## src/rtl/serial_adder_pkg.sv

```systemverilog
// Shared types and helpers for the bit-serial adder.
package serial_adder_pkg;

    typedef enum logic [1:0] {
        StIdle,
        StRun,
        StDone
    } state_e;

    // Bit counter width: enough to count 0..width.
    function automatic int unsigned cnt_width(input int unsigned width);
        return $clog2(width + 1);
    endfunction

endpackage

```

## src/rtl/serial_adder_fa_cell.sv

```systemverilog
// Single-bit full-adder cell; the only arithmetic element of the serial adder.
module fa_cell (
    input  logic a,
    input  logic b,
    input  logic c,
    output logic s,
    output logic co
);

    assign s  = a ^ b ^ c;
    assign co = (a & b) | (a & c) | (b & c);

endmodule

```

## src/rtl/serial_adder.sv

```systemverilog
// Bit-serial adder: one sum bit per clock, LSB first, through a single fa_cell.
// Defining SERIAL_ADDER_SUB_EN adds the sub port for a - b via operand inversion.
module serial_adder
    import serial_adder_pkg::*;
#(
    parameter int unsigned WIDTH = 8
) (
    input  logic             clk,
    input  logic             rst_n,
    input  logic             start,
    input  logic [WIDTH-1:0] a,
    input  logic [WIDTH-1:0] b,
    input  logic             cin,
`ifdef SERIAL_ADDER_SUB_EN
    input  logic             sub,
`endif
    output logic             busy,
    output logic             done,
    output logic [WIDTH-1:0] sum,
    output logic             cout,
    output logic             overflow
);

    localparam int unsigned     CntW    = cnt_width(WIDTH);
    localparam logic [CntW-1:0] LastCnt = CntW'(WIDTH - 1);

    state_e           state_q, state_d;
    logic [WIDTH-1:0] a_q, b_q, sum_q;
    logic [CntW-1:0]  cnt_q;
    logic             c_q, c_msb_in_q, cout_q;
    logic             load, last;
    logic [WIDTH-1:0] b_load;
    logic             c_load;
    logic             s, co;

`ifdef SERIAL_ADDER_SUB_EN
    // Two's complement subtraction: a + ~b + 1.
    assign b_load = sub ? ~b : b;
    assign c_load = sub ? 1'b1 : cin;
`else
    assign b_load = b;
    assign c_load = cin;
`endif

    fa_cell u_fa (
        .a  (a_q[0]),
        .b  (b_q[0]),
        .c  (c_q),
        .s  (s),
        .co (co)
    );

    assign last = (cnt_q == LastCnt);
    assign load = start && (state_q == StIdle || state_q == StDone);

    always_ff @(posedge clk or negedge rst_n) begin
        if (!rst_n) begin
            state_q <= StIdle;
        end else begin
            state_q <= state_d;
        end
    end

    always_comb begin
        state_d = state_q;
        unique case (state_q)
            StIdle:  if (start) state_d = StRun;
            StRun:   if (last) state_d = StDone;
            StDone:  state_d = start ? StRun : StIdle;
            default: state_d = StIdle;
        endcase
    end

    always_comb begin
        busy = 1'b0;
        done = 1'b0;
        unique case (state_q)
            StRun:   busy = 1'b1;
            StDone:  done = 1'b1;
            default: ;
        endcase
    end

    always_ff @(posedge clk or negedge rst_n) begin
        if (!rst_n) begin
            a_q        <= '0;
            b_q        <= '0;
            sum_q      <= '0;
            cnt_q      <= '0;
            c_q        <= 1'b0;
            c_msb_in_q <= 1'b0;
            cout_q     <= 1'b0;
        end else if (load) begin
            a_q   <= a;
            b_q   <= b_load;
            c_q   <= c_load;
            cnt_q <= '0;
        end else if (state_q == StRun) begin
            a_q   <= a_q >> 1;
            b_q   <= b_q >> 1;
            sum_q <= {s, sum_q[WIDTH-1:1]};
            c_q   <= co;
            cnt_q <= cnt_q + CntW'(1);
            // Result flags only change on the final step so they hold between operations.
            if (last) begin
                c_msb_in_q <= c_q;
                cout_q     <= co;
            end
        end
    end

    assign sum      = sum_q;
    assign cout     = cout_q;
    assign overflow = c_msb_in_q ^ cout_q;

endmodule

```

## config.mk

```make
export PLATFORM = sky130hd
export DESIGN_NAME = serial_adder
export DESIGN_NICKNAME = d
export VERILOG_FILES = /design/src/rtl/serial_adder_pkg.sv /design/src/rtl/serial_adder_fa_cell.sv /design/src/rtl/serial_adder.sv
export SDC_FILE = /design/constraint.sdc
export NUM_CORES = 1
export LEC_CHECK = 0
export CAP_MARGIN = 20
export CORE_ASPECT_RATIO = 0.75
export CORE_MARGIN = 2
export CORE_UTILIZATION = 40
export CTS_BUF_LIST = sky130_fd_sc_hd__clkbuf_8 sky130_fd_sc_hd__clkbuf_16
export CTS_CLUSTER_DIAMETER = 120
export DETAILED_ROUTE_END_ITERATION = 7
export PLACE_DENSITY = 0.69
export SYNTH_ARGS = -nofsm -noshare
export SYNTH_HDL_FRONTEND = slang
export SYNTH_SLANG_ARGS = --single-unit
```

## constraint.sdc

```tcl
create_clock -name clk -period 2.35 [get_ports clk]
set_input_delay 0.47 -clock clk [delete_from_list [all_inputs] [get_ports clk]]
set_output_delay 0.47 -clock clk [all_outputs]
set_load 0.02 [all_outputs]
```

==> impl_results.md, run 1 <==
- Status: completed
- Post-synthesis mux area share: 0.03739
- Clock Latency Late Sink: roughly 0.29 ns
- # DRC: 0
- Post-DP Area: ~1800 um^2
- Seq/Total Area, Yosys: 0.5739
- Initial antenna violation count: 0
- Drt wl/cell: roughly 13 um
- First-pass DRT Iterations: 4
- Clk pwr share: 0.163
- Pwr dens: between 1000 and 1500 nW/um^2
- Post-synthesis adder-cell area fraction: 0.02261
- Routed vias: around 1100
- Final setup fails: 0
- XOR/XNOR share of the synthesized area: 0.006087
- # clock sinks: 33
- Syn-to-layout area delta: 29.65%
- Core Box Area: 3356 um^2
- Crit path time final: slightly below 2 ns
- Critical path peak fanout: 4
- Worst-path clk slew: around 0.070 ns
- Largest family of logic cells by synthesized area: simple AND/OR/NAND/NOR gates
- Commonest non-fill, non-tap cells in the layout: 55 x nand2_1, 33 x dfrtp_1, 31 x clkdlybuf4s50_1, 10 x nor2_1, 8 x a31oi_1
- Synthesized flop and latch total: 33
- Starting Density: 0.4288
- Peak Freq: slightly above 500 MHz
- IO Count: 32
- Vias in the first global route: roughly 1100
- Pleak: 0.0008550 uW
- Final wirelength: just under 3 mm
- Setup Buffers After CTS: 0
- Post-CTS sizing: 0
- # diodes: 0
- Synth Instances: between 150 and 200
- Combinational share of power: 0.441
- Post-synth top flop: dfrtp_1
- Global-route usage over all layers: 0.1605
- FP Rows: 18
- Post-route ant nets: 0
- Layout fillers: 288
- Crit-path slowest cell: clkdlybuf4s50_1
- Synth Area in Compound Gates: 0.08348
- CTS tree: yes
- Full die area: just over 4000 um^2
- Critical Path Sink Type: primary output
- Worst path required time: ~1.9 ns
- Die W: roughly 73 um
- H-tree lvl count: 2
- Final RePlAce weighted congestion: 0.7340
- Slew Viols, Final: 0
- Post-Synth Simple-Gate Area: 0.2339
- DR iter-0 viols: 57
- First-pass GRT wire length: a little under 5 mm
- Final period util: 0.8308
- Design area: roughly 1900 um^2
- Clock skew: roughly 0.0070 ns
- Largest net degree at the start of global routing: 34
- Die height: 55.94 um
- Hold Crit Class: reg -> reg
- GR Overflow Total: 0
- Max rail drop VDD: between 0.6 and 0.7 mV
- Layout cells sized above 1: 0.09189
- Worst-Margin Slew: 0.4103 ns
- Flop pwr share: 0.396
- CP startpoint kind: register
- Max-cap viol count: 0
- Worst EP arrival: 1.48 ns
- PortBufs: 31
- Avg Cell Area, Syn: about 9.5 um^2
- Largest stage delay, worst path: roughly 0.62 ns
- Synth Cell Area: 1439 um^2
- Net Sw Power: roughly 1000 uW
- Internal power: approximately 1500 uW
- Final TNS setup: 0 ns
- Critical setup path kind: reg -> out
- Via density: about 4.9
- Root Driver: clkbuf_8
- Hold_buf cts: 0
- Post-synth EDFFs: 0
- Slew HR: 0.7265
- Commonest non-fill, non-tap cell in the layout: nand2_1
- Synth async-reset ratio: 1.000
- Final Hold Fails: 0
- Critical path, cell by cell: nor2b_1, clkdlybuf4s50_1
- HPWL after DPL: ~2 mm
- Unrepaired setup endpoints after global routing: false
- TritonCTS Buffers: 5
- Nets@finish: a little over 200
- Synthesized Nets: ~170
- Synth Warn #: 0
- Yosys cell types: 24
- Bufs on Longest Clock Path: 2
- Switching share of total power: 0.3964
==> metrics by stage <==
| stage | std cells | utilization | power, uW | worst slack [ns] | hold WS [ns] |
|---|---|---|---|---|---|
| final | 225 | 0.5559 | 2530 | 0.3977 | 0.4936 |
| after global routing | 225 | 0.5559 | 2736 | 0.3284 | 0.5195 |
| after CTS | 225 | 0.5559 | 2572 | 0.3491 | 0.4959 |
| after detailed placement | 217 | 0.5302 | 2145 | 0.6665 | 0.4691 |
| after global placement | 217 | 0.5302 | 2100 | 0.6577 | 0.4571 |
| after floorplan | 151 | - | 1759 | 0.9269 | 0.1744 |
==> power by group through the flow <==
stage	sequential [uW]	clock, uW	combinational, uW
final	1000	412	1120
after global routing	1040	455	1240
after CTS	1010	428	1140
after detailed placement	1010	0	1130
after global placement	1000	0	1100
after floorplan	1060	0	696
==> critical path: cells and delay by family (launching register included) <==
kind / cells / cell delay (ns)
buffers and inverters: 1 / 0.62
flip-flops: 1 / 0.41
AND/OR/NAND/NOR: 1 / 0.16
==> layer usage <==
metal  GRT usage  vias up  wire length (um)
met5           0        -                 0
met4     0.07407        0                30
met3     0.06341        5               172
met2      0.2329       21              1356
met1      0.2089      524              1398
li1            -      562                 -
==> worst paths after layout <==
kind                       startpoint    endpoint  slack [ns]  cells after the start
max                        state_q[0]        done        0.40                      2
min                            sum[0]      sum[0]        0.49                      2
max reg2reg                state_q[1]  c_msb_in_q        0.88                      4
min in group asynchronous       rst_n      a_q[5]        0.58                      2
min reg2reg                    sum[0]      sum[0]        0.49                      2
max in group asynchronous       rst_n    cnt_q[3]        1.47                      2
==> logic make-up after synthesis <==
group,after synthesis
AO/OA/AOI/OAI,19
XOR/XNOR,1
adder cells (fa/ha/maj),2
buffers and inverters,11
flip-flops,33
multiplexers,5
AND/OR/NAND/NOR,80
==> synth_stat cells, types with 2 or more instances <==
master	number	share of area
nor3_1	2	0.0070
nor2b_1	2	0.0087
a22oi_1	5	0.026
buf_2	7	0.024
o21ai_0	2	0.0070
nand2b_1	2	0.0087
a31oi_1	8	0.035
nand2_1	55	0.14
dfrtp_1	33	0.57
mux2i_1	2	0.014
a21oi_1	2	0.0070
nor2_1	10	0.026
o22ai_1	2	0.0087
mux2_2	3	0.023
nand3_1	7	0.024
==> registers in the layout (all words and copies together), names as in the netlist <==
| register | cells |
|---|---|
| state_q | 2 |
| c_msb_in_q | 1 |
| c_q | 1 |
| cout | 1 |
| a_q | 8 |
| sum | 8 |
| b_q | 8 |
| cnt_q | 4 |
==> cell type report <==
type	instances	area, um^2	area share
inverter	1	3.754	0.002012
timing repair buffer	36	347.8	0.1865
tap	40	50.05	0.02683
clock inverter	3	17.52	0.009390
multi-input combinational	107	551.8	0.2958
clock buffer	5	68.82	0.03689
sequential	33	825.8	0.4427
Power figures use the tool's default switching activity.
==> run 2, diff against run 1 <==
Clock period 2.35 ns to 1.9 ns, I/O delays scaled along.
==> impl_results.md, run 2 (synthesis results as in run 1) <==
- Status: completed
- # diodes: 0
- TritonCTS Buffers: 5
- Full die area: 4098 um^2
- Worst-path clk slew: about 0.06 ns
- Max rail drop VDD: just under 0.9 mV
- Core Box Area: about 3400 um^2
- Slew HR: 0.7328
- Setup Buffers After CTS: 0
- HPWL after DPL: approximately 2.1 mm
- Final wirelength: 2.958 mm
- Clock skew: between 0.004 and 0.005 ns
- Pleak: roughly 0.00087 uW
- First-pass GRT wire length: about 5 mm
- Crit path buffers/inverters: 1
- Bufs on Longest Clock Path: 2
- Final period util: 0.9382
- Drt wl/cell: roughly 13 um
- R2R Setup Slk: ~0.42 ns
- FP Rows: 18
- Commonest non-fill, non-tap cells in the layout: 55 x nand2_1, 33 x dfrtp_1, 29 x clkdlybuf4s50_1, 10 x nor2_1, 8 x a31oi_1
- # clock sinks: 33
- Clock Latency Late Sink: 0.28 ns
- H-tree lvl count: 2
- Nets@finish: roughly 210
- Critical setup path kind: reg -> out
- CP Launch Point: state_q[0]
- Largest net degree at the start of global routing: 34
- IO Count: 32
- DP Cell Count: between 200 and 250
- Global-route usage over all layers: 0.1612
- Die height: 55.94 um
- Critical Path Sink Type: primary output
- Commonest non-fill, non-tap cell in the layout: nand2_1
- Levels on crit path: 2
- Starting Density: 0.4288
- Layout cells sized above 1: 0.08649
- Unrepaired setup endpoints after global routing: false
- Layout fillers: 298
- Final cell count without fillers: roughly 230
- CP delay by family, top: buffers and inverters
- Critical path peak fanout: 4
- Final RePlAce weighted congestion: 0.6969
- Largest stage delay, worst path: 0.61 ns
- Initial antenna violation count: 0
- GR Overflow Total: 0
- Core Util, Final: 0.5585
- Final Hold Fails: 0
- PortBufs: 31
- Worst EP arrival: between 1 and 1.5 ns
- CP endpoint: done
- Final TNS setup: 0 ns
- RR Startpoint: state_q[1]
- Peak Freq: ~560 MHz
- Worst r2r dst: c_msb_in_q
- Routed vias: 1137
- Hold Crit Class: reg -> reg
- Crit-path slowest cell: clkdlybuf4s50_1
- Slew Viols, Final: 0
- Worst-Margin Slew: 0.4007 ns
- Critical path, cell by cell: nor2b_1, clkdlybuf4s50_1
- Max-cap viol count: 0
- Root Driver: clkbuf_8
- Reg2reg path depth: 4
- DR iter-0 viols: 68
- CP startpoint kind: register
- Cells on Worst Hold Path: 2
- Via density: 5.053
- Worst path required time: around 1.5 ns
- Syn-to-layout area delta: 30.26%
- Crit path time final: about 1.8 ns
- Die W: about 73 um
- First-pass DRT Iterations: 4
- Vias in the first global route: 1071
- Post-route ant nets: 0
- CTS tree: yes
- Pwr dens: 1676 nW/um^2
- Final setup fails: 0
- # DRC: 0
==> run 2: cell types whose count changed in the layout (fill, tap and decap cells not counted), sizes merged <==
cell,delta
clkinv,-2
clkinvlp,-1
dlygate4sd2,+1
clkdlybuf4s50,-2
dlymetal6s2s,+1
clkbuf,+1
buf,+1
inv,+1
==> run 2: stage by stage <==
| stage | setup WS, ns | hold slack [ns] | total power [uW] | area [um^2] |
|---|---|---|---|---|
| 2_1_floorplan | 0.5669 | 0.08441 | 2176 | 1439 |
| 3_3_place_gp | 0.3028 | 0.4607 | 2619 | 1787 |
| 3_5_place_dp | 0.2855 | 0.4746 | 2671 | 1787 |
| 4_1_cts | 0.02875 | 0.4945 | 3192 | 1872 |
| 5_1_grt | 0.02542 | 0.5190 | 3423 | 1874 |
| 6_report | 0.1174 | 0.4928 | 3142 | 1874 |
==> run 2: worst min-delay path by stage <==
stage,from,end
after floorplan,rst_n,a_q[0]
after detailed placement,sum[0],sum[0]
after global placement,sum[0],sum[0]
after CTS,sum[0],sum[0]
final,sum[2],sum[1]
after global routing,sum[0],sum[0]
==> run 2: timing repair <==
| action | CTS | global route |
|---|---|---|
| endpoints found under the hold margin | 0 | 0 |
| gates cloned | 0 | 0 |
| hold buffers | 0 | 0 |
| resized for setup | 1 | 1 |
| setup endpoints to repair | 1 | 1 |
==> run 2: final cells by class <==
class | count | area [um^2] | share of cell area
repair buffers | 37 | 356.6 | 0.1903
clock buffers | 6 | 82.58 | 0.04406
inverters | 1 | 3.754 | 0.002003
well taps | 40 | 50.05 | 0.02670
flip-flops and latches | 33 | 825.8 | 0.4406
multi-input cells | 107 | 551.8 | 0.2944
clock inverters | 1 | 3.754 | 0.002003
==> run 2: routing by layer <==
metal	track usage	part of all wire	vias to the layer above
li1	-	-	566
met1	0.2217	0.46	533
met2	0.2329	0.46	32
met3	0.05435	0.066	6
met4	0.06349	0.013	0
met5	0	0	-
==> run 2: tightest hold or removal path, cell delays in order (launching register included) <==
cell and delay [ns]:
dfrtp_1 0.36, nand2_1 0.05, nand2_1 0.05
==> run 2: where the power goes <==
part / switching [uW] / total, uW / internal [uW]
Clock: 226 / 507 / 281
Combinational: 784 / 1390 / 602
Sequential: 220 / 1250 / 1030
Total: 1230 / 3140 / 1910
